==> src/rtl/y_seq_detector.sv <==
`default_nettype none
// ============================================================================
//  Module   : y_seq_detector
//  Purpose  : Samples the serial Y bit from the two-T-flip-flop stage once per
//             strobe and detects a programmable bit pattern (overlapping or
//             non-overlapping). Emits a one-cycle match pulse, keeps a
//             saturating match count and exposes the recent bit history.
//  Ports    : clk       - system clock, rising edge
//             rst       - asynchronous reset, active-high
//             en        - sample strobe; y_in consumed only when en=1
//             y_in      - serial bit from the upstream stage
//             clr       - synchronous clear of match_cnt and cnt_sat
//             match     - one-clk pulse after the completing sample edge
//             match_cnt - saturating number of matches since reset/clr
//             cnt_sat   - sticky: a match arrived while match_cnt was max
//             hist      - last PAT_W sampled bits, LSB newest
//             filled    - window holds PAT_W valid bits (state RUN)
//  Revision : 1.0 - initial release
// ============================================================================
module y_seq_detector #(
    parameter int               PAT_W   = 4,
    parameter logic [PAT_W-1:0] PATTERN = 4'b1101,
    parameter bit               OVERLAP = 1'b1,
    parameter int               CNT_W   = 8
) (
    input  logic             clk,
    input  logic             rst,
    input  logic             en,
    input  logic             y_in,
    input  logic             clr,
    output logic             match,
    output logic [CNT_W-1:0] match_cnt,
    output logic             cnt_sat,
    output logic [PAT_W-1:0] hist,
    output logic             filled
);

    localparam int                FILL_W      = $clog2(PAT_W + 1);
    localparam logic [FILL_W-1:0] C_FILL_LAST = FILL_W'(PAT_W - 1);
    localparam logic [FILL_W-1:0] C_FILL_FULL = FILL_W'(PAT_W);
    localparam logic [CNT_W-1:0]  C_CNT_MAX   = '1;

    typedef enum logic [0:0] {
        ST_FILL = 1'b0,
        ST_RUN  = 1'b1
    } state_t;

    state_t              r_state;
    logic [FILL_W-1:0]   r_fill;
    logic [PAT_W-1:0]    r_hist;
    logic                r_match;
    logic [CNT_W-1:0]    r_cnt;
    logic                r_sat;
    logic                r_filled;

    logic [PAT_W-1:0]    w_window;
    logic                w_valid;
    logic                w_hit;

    // Window as it will look once this sample is shifted in.
    assign w_window = {r_hist[PAT_W-2:0], y_in};
    // Stale or reset-zero bits must never produce a match: only compare when
    // this sample completes a full window of genuinely sampled bits.
    assign w_valid  = (r_state == ST_RUN) || (r_fill == C_FILL_LAST);
    assign w_hit    = en && w_valid && (w_window == PATTERN);

    always_ff @(posedge clk or posedge rst) begin
        if (rst) begin
            r_state  <= ST_FILL;
            r_fill   <= '0;
            r_hist   <= '0;
            r_match  <= 1'b0;
            r_cnt    <= '0;
            r_sat    <= 1'b0;
            r_filled <= 1'b0;
        end else begin
            // Pulse only on the completing edge; every other edge clears it.
            r_match <= w_hit;

            if (en) begin
                r_hist <= w_window;
                if (w_hit && !OVERLAP) begin
                    // Non-overlapping: history restarts, previous bits unusable.
                    r_state  <= ST_FILL;
                    r_fill   <= '0;
                    r_filled <= 1'b0;
                end else begin
                    case (r_state)
                        ST_FILL: begin
                            if (r_fill == C_FILL_LAST) begin
                                r_state  <= ST_RUN;
                                r_fill   <= C_FILL_FULL;
                                r_filled <= 1'b1;
                            end else begin
                                r_fill <= r_fill + 1'b1;
                            end
                        end
                        ST_RUN: begin
                            r_state <= ST_RUN;
                        end
                        default: begin
                            r_state  <= ST_FILL;
                            r_fill   <= '0;
                            r_filled <= 1'b0;
                        end
                    endcase
                end
            end

            // clr takes priority over a coincident match for the counter.
            if (clr) begin
                r_cnt <= '0;
                r_sat <= 1'b0;
            end else if (w_hit) begin
                if (r_cnt == C_CNT_MAX) begin
                    r_sat <= 1'b1;
                end else begin
                    r_cnt <= r_cnt + 1'b1;
                end
            end
        end
    end

    assign match     = r_match;
    assign match_cnt = r_cnt;
    assign cnt_sat   = r_sat;
    assign hist      = r_hist;
    assign filled    = r_filled;

endmodule
`default_nettype wire

==> config.mk <==
export PLATFORM = sky130hd
export DESIGN_NAME = y_seq_detector
export DESIGN_NICKNAME = d
export VERILOG_FILES = /design/src/rtl/y_seq_detector.sv
export SDC_FILE = /design/constraint.sdc
export NUM_CORES = 1
export LEC_CHECK = 0
export CELL_PAD_IN_SITES_DETAIL_PLACEMENT = 1
export CELL_PAD_IN_SITES_GLOBAL_PLACEMENT = 1
export CORE_ASPECT_RATIO = 1.25
export CORE_MARGIN = 2
export CORE_UTILIZATION = 37
export DETAILED_ROUTE_END_ITERATION = 8
export GPL_ROUTABILITY_DRIVEN = 1
export GPL_TIMING_DRIVEN = 0
export HOLD_SLACK_MARGIN = 0.1
export PLACE_DENSITY = 0.79
export SLEW_MARGIN = 20
export SYNTH_ARGS = -nofsm -noshare
export SYNTH_HDL_FRONTEND = slang
export SYNTH_SLANG_ARGS = --single-unit
export TNS_END_PERCENT = 100
==> constraint.sdc <==
create_clock -name clk -period 2.22 [get_ports clk]
set_input_delay 0.333 -clock clk [delete_from_list [all_inputs] [get_ports clk]]
set_output_delay 0.333 -clock clk [all_outputs]
set_load 0.01 [all_outputs]
==> qor.txt, run 1 <==
fmax = 0.483 GHz
minimum clock period = 2.07 ns
Pwr Density = 714 mW/mm^2
Avg WL per Cell = 15.7 um
mapped cell area = 900 um^2
PortBufs = 17
CTS root buffer = clkbuf_4
antenna violations before repair = 0
DIE HEIGHT = 59.1 um
worst vdd ir = 0.294 mV
core footprint = 0.00238 mm^2
Post-synth EDFFs = 0
drc violations = 0
post-synthesis register bit count = 19
Synth warnings = 0
overall die area = 0.00284 mm^2
Cell variety after synth = 26
critical hold path startpoint = en
top-count cell post-synth = dfrtp_1
kind of critical path = reg -> reg
Worst-Margin Slew = 0.751 ns
post-route cell area = 0.00115 mm^2
top cell type by total area after synthesis = dfrtp_1
synthesis-to-layout area growth = 27.7%
TritonRoute pass-1 iters = 4
initial drt markers = 6
fin nets = 115
largest net degree at the start of global routing = 20
grt ovf = 0
antenna diode count = 0
row count = 20
critical-path cell list = ha_1 > ha_2 > nor2_1 > or3_1 > buf_2 > buf_2 > o41ai_2 > a21oi_1
die extent in x = 48.1 um
first-pass GRT wire length = 3.52 mm
asr flop ratio synth = 1.00
register area share after synthesis = 0.529
CP endpoint kind = flop
clk sinks = 19
maximum root-to-sink buffer count = 2
mean number of vias per cell = 5.31
switching share of power = 0.294
Area contributors post-synth = dfrtp_1 (53%), a21oi_1 (5.0%), mux2_2 (5.0%)
clock latency on the worst-skew pair = 0.30 ns
Critical Path Fanout Max = 10
Hold Vio Cnt, Final = 0
combinational share of power = 0.242
syn_nets = 93
multi-input logic area = 390 um^2
Rel. slew slack = 0.498
post-synthesis cell count = 85
final WL = 2.18 mm
hold-critical path endpoint = hist[2]
status = finished clean
Final setup viols = 0
CP arrival = 2.25 ns
Tcrit/Tclk final = 0.933
CP Launch Type = flop
Slew Limit Fails = 0
worst reg2reg path startpoint = r_fill[0]
R2R depth = 8
syn avg cell area = 10.6 um^2
Worst path depth = 8
Hold Worst Slack = 0.309 ns
GP Congestion = 0.811
H-tree levels = 1
sw power = 0.241 mW
P_int = 0.579 mW
Layout Skew = 0.00420 ns
R2R setup slack = 0.15 ns
post-route ant nets = 0
RSZ-0062 raised after global routing = no
setup tns final = 0 ns
hold path depth = 2
cts bufs inserted = 3
CP max stage cell = dfrtp_1
r2r endpoint = match_cnt[6]
Vias = 738
total track usage = 0.176
Flop pwr share = 0.541
share of post-route cells with drive strength above 1 = 0.142
cell family with most CP delay = compound AO/OA/AOI/OAI gates
max-cap violations = 0
crit-path max cell delay = 0.40 ns
hold crit path type = in -> reg
Seq. cell area = 475 um^2
DP Area = 0.00111 mm^2
# IOs = 20
hpwl dp = 1.51 mm
ys flop type = dfrtp_1
vias in the first global route = 793
Yosys top cell area share = 0.529
clock slew seen by the registers of the worst setup and hold paths = 0.11 ns
initial core utilization = 0.378
TritonCTS clock tree = done
CP bufs+invs = 2
top cells by count, synth = dfrtp_1 (19), a21oi_1 (9), nand2_1 (5), o31ai_1 (5), or4_1 (5)
most used cell, CP = buf_2
clock network fraction of total power = 0.217
fill cell count = 273
Pleak = 0.459 nW
Critical Path RT = 2.40 ns
[metrics by stage]
step                std cells  power [mW]   util  worst slack, ns
floorplan                  85       0.561      -            0.386
global placement          135       0.632  0.467           0.0238
detailed placement        135       0.649  0.467          0.00771
CTS                       139       0.830  0.479            0.101
global route              139       0.876  0.483           0.0104
finish                    139       0.820  0.483            0.149
[logic make-up after synthesis]
kind of cell | Yosys count | share of synthesized area
and+or+nand+nor | 29 | 0.191
adders and majority gates | 3 | 0.0417
buffers and inverters | 9 | 0.0487
DFF | 19 | 0.529
AOI/OAI and AO/OA | 21 | 0.140
muxes | 4 | 0.0501
[flip-flops by register name, summed over array words and instances, names as in the netlist]
name       flops
cnt_sat        1
filled         1
hist           4
match          1
match_cnt      8
r_fill         3
r_state        1
[routing by layer]
layer | up-vias | global-route usage | routed length (um)
li1 | 351 | - | -
met1 | 364 | 0.208 | 937
met2 | 18 | 0.310 | 1160
met3 | 5 | 0.0274 | 52
met4 | 0 | 0.0579 | 28
met5 | - | 0 | 0
[layout make-up]
class,instances,share of cell area
Sequential cell,19,0.414
Multi-Input combinational cell,57,0.340
Timing Repair Buffer,17,0.148
Tap cell,33,0.0359
Buffer,5,0.0251
Clock buffer,3,0.0196
Inverter,4,0.0131
Clock inverter,1,0.00436
[power groups by stage]
stage / registers (mW) / logic, mW / clock network, mW
global route: 0.453 / 0.227 / 0.195
finish: 0.443 / 0.199 / 0.178
global placement: 0.446 / 0.186 / 0
CTS: 0.445 / 0.199 / 0.187
detailed placement: 0.452 / 0.197 / 0
floorplan: 0.454 / 0.107 / 0
[placed cells by master, fill, tap and decap left out, types with 2 or more instances in the layout]
master / count
inv_1: 4
or4_1: 5
or3_1: 3
nand2b_1: 3
clkbuf_4: 3
clkdlybuf4s50_1: 17
buf_2: 2
ha_1: 2
nor2_1: 3
o21ai_0: 4
nand2_1: 5
mux2_2: 4
nand3_1: 4
dfrtp_1: 19
o31ai_1: 5
a21oi_1: 9
[worst reg2reg max path: stages, from the launching register on]
cell and delay, ns:
dfrtp_1 0.40, ha_1 0.17, ha_2 0.21, nor2_1 0.05, or3_1 0.31, buf_2 0.17, buf_2 0.19, o41ai_2 0.34
a21oi_1 0.10
[worst max-delay path by stage]
stage	from	endpoint	slack, ns
final	r_fill[0]	match_cnt[6]	0.15
after global routing	r_fill[0]	match_cnt[6]	0.01
after CTS	r_fill[0]	match_cnt[6]	0.10
after detailed placement	y_in	match_cnt[6]	0.008
after floorplan	r_fill[0]	match_cnt[3]	0.39
after global placement	y_in	match_cnt[6]	0.02
[repair_timing]
| action | in CTS | in global routing |
|---|---|---|
| hold buffers | 0 | 0 |
| setup endpoints to repair | 0 | 1 |
| resized for setup | 0 | 2 |
| setup buffers | 0 | 0 |
Power figures use the tool's default switching activity.
==> inputs of run 2 (changes only) <==
--- a/config.mk
+++ b/config.mk
@@ -16,4 +16,5 @@
 export HOLD_SLACK_MARGIN = 0.1
 export PLACE_DENSITY = 0.79
+export RECOVER_POWER = 25
 export SLEW_MARGIN = 20
 export SYNTH_ARGS = -nofsm -noshare
==> constraint.sdc (replaced) <==
create_clock -name clk -period 2.22 [get_ports clk]
set_input_delay 0.333 -clock clk [delete_from_list [all_inputs] [get_ports clk]]
set_output_delay 0.333 -clock clk [all_outputs]
set_load 0.1 [all_outputs]
==> qor.txt, run 2 (same netlist as run 1, synthesis figures left out) <==
Worst path depth = 1 (-7)
kind of critical path = reg -> out
post-route ant nets = 0 (unchanged)
CP endpoint kind = output port
CP Launch Type = flop
GR Layer Usage met2 = 0.318 (+0.00762)
PortBufs = 17 (unchanged)
critical-path cell list = clkdlybuf4s50_1
vias in the first global route = 842 (+6.2%)
met1 Usage GRT = 0.223 (+0.0151)
met3 usage = 0.0335 (+0.00610)
hold crit path type = in -> reg
Setup crit end = cnt_sat
antenna diode count = 0 (unchanged)
clk sinks = 19 (unchanged)
status = finished clean
total track usage = 0.188 (+0.0118)
cell family with most CP delay = buffers and inverters
setup tns final = 0 ns (unchanged)
drc violations = 0 (unchanged)
grt ovf = 0 (unchanged)
first-pass GRT wire length = 3.79 mm (+7.6%)
CP arrival = 1.82 ns (-0.43 ns)
initial core utilization = 0.378 (unchanged)
Pwr Density = 850 mW/mm^2 (+19%)
core footprint = 0.00238 mm^2 (unchanged)
final non-filler cell total = 139 (unchanged)
overall die area = 0.00284 mm^2 (unchanged)
Pleak = 0.551 nW (+20%)
Vias = 785 (+6.4%)
TritonRoute pass-1 iters = 4 (unchanged)
share of post-route cells with drive strength above 1 = 0.142 (unchanged)
Hold Worst Slack = 0.313 ns (+0.00463 ns)
max-cap violations = 0 (unchanged)
most frequent cells in the layout = dfrtp_1 (17), a21oi_1 (9), dlygate4sd2_1 (6)
commonest non-fill, non-tap cell in the layout = dfrtp_1
placed cells = 135 (unchanged)
minimum clock period = 2.15 ns (+0.0801 ns)
GP Congestion = 0.800 (-1.4%)
max reg flops = 8 (unchanged)
worst reg2reg path startpoint = r_fill[0]
CTS root buffer = clkbuf_4
Tcrit/Tclk final = 0.969 (+0.0361)
Avg WL per Cell = 15.4 um (-1.5%)
fmax = 0.465 GHz (-3.7%)
r2r endpoint = match_cnt[5]
mean number of vias per cell = 5.65 (+6.4%)
hpwl dp = 1.61 mm (+6.2%)
Crit. Startpoint = cnt_sat
# IOs = 20 (unchanged)
CP bufs+invs = 1 (-1)
Layout Skew = 0.00567 ns (+0.00146 ns)
Critical Path RT = 1.89 ns (-0.51 ns)
hold buffers post-CTS = 0 (unchanged)
maximum root-to-sink buffer count = 2 (unchanged)
Slew Limit Fails = 0 (unchanged)
antenna violations before repair = 0 (unchanged)
R2R setup slack = 0.15 ns (about the same)
final WL = 2.15 mm (-1.5%)
synthesis-to-layout area growth = 28.1%
initial drt markers = 5 (-1)
crit-path max cell delay = 1.15 ns (+0.75 ns)
CP max stage cell = clkdlybuf4s50_1
Final setup viols = 0 (unchanged)
Rel. slew slack = 0.343 (-0.156)
R2R depth = 7 (-1)
largest net degree at the start of global routing = 20 (unchanged)
fin nets = 115 (unchanged)
GR peak layer = met2
Worst-Margin Slew = 0.983 ns (+0.231 ns)
TritonCTS clock tree = done
DIE HEIGHT = 59.1 um (unchanged)
cts bufs inserted = 3 (unchanged)
RSZ-0062 raised after global routing = no
H-tree levels = 1 (unchanged)
clock slew seen by the registers of the worst setup and hold paths = 0.10 ns (about the same)
Critical Path Fanout Max = 2 (-8)
clock latency on the worst-skew pair = 0.30 ns (about the same)
die extent in x = 48.1 um (unchanged)
Hold Vio Cnt, Final = 0 (unchanged)
worst vdd ir = 0.379 mV (+29%)
row count = 20 (unchanged)
## run 2: cell types whose count changed in the layout (fill, tap and decap cells not counted), sizes merged
| cell | delta |
|---|---|
| clkinv | -1 |
| clkbuf | +1 |
| dlymetal6s2s | +5 |
| dlygate4sd2 | +6 |
| dlygate4sd3 | +2 |
| clkdlybuf4s50 | -13 |
## run 2: worst min-delay path by stage
stage,from,endpoint,depth (start not counted)
floorplan,rst,cnt_sat,1
global placement,filled,filled,1
detailed placement,filled,filled,1
CTS,en,hist[0],2
global route,en,hist[3],2
finish,en,hist[3],2
## run 2: report_power, final
part           switching [mW]  leakage, nW  internal (mW)
Clock                   0.102       0.0150         0.0701
Sequential             0.0425        0.243          0.405
Combinational           0.256        0.293          0.104
Total                   0.401        0.551          0.579
## run 2: layout make-up
type,instances,area (um^2)
Sequential cell,19,478
Fill cell,275,1220
Tap cell,33,41.3
Timing Repair Buffer,17,175
Multi-Input combinational cell,57,388
Buffer,5,28.8
Inverter,4,15.0
Clock buffer,4,26.3
## run 2: timing repair
item	in CTS	in global routing
resized for setup	6	6
buffers inserted	0	0
endpoints found under the setup margin	6	6
## run 2: per-layer routing
metal,vias up,wire (um),share of wire
met2,27,1160,0.54
met4,0,36,0.017
met3,4,97,0.045
met5,-,0,0
li1,356,-,-
met1,398,849,0.40
## run 2: per-stage QoR
stage / worst slack, ns / utilization / power [mW] / area, um^2
after floorplan: 0.0536 / - / 0.724 / 902
after global placement: 0.0256 / 0.468 / 0.799 / 1110
after detailed placement: 0.0117 / 0.468 / 0.825 / 1110
after CTS: 0.00755 / 0.476 / 0.997 / 1130
after global routing: 0.0202 / 0.485 / 1.04 / 1150
final: 0.0692 / 0.485 / 0.980 / 1150
==> inputs of run 3 (changes only) <==
Settings changed: SLEW_MARGIN 20 to 0.
==> results of run 3 <==
No change in the layout: final DEF, timing and power equal those of run 2.
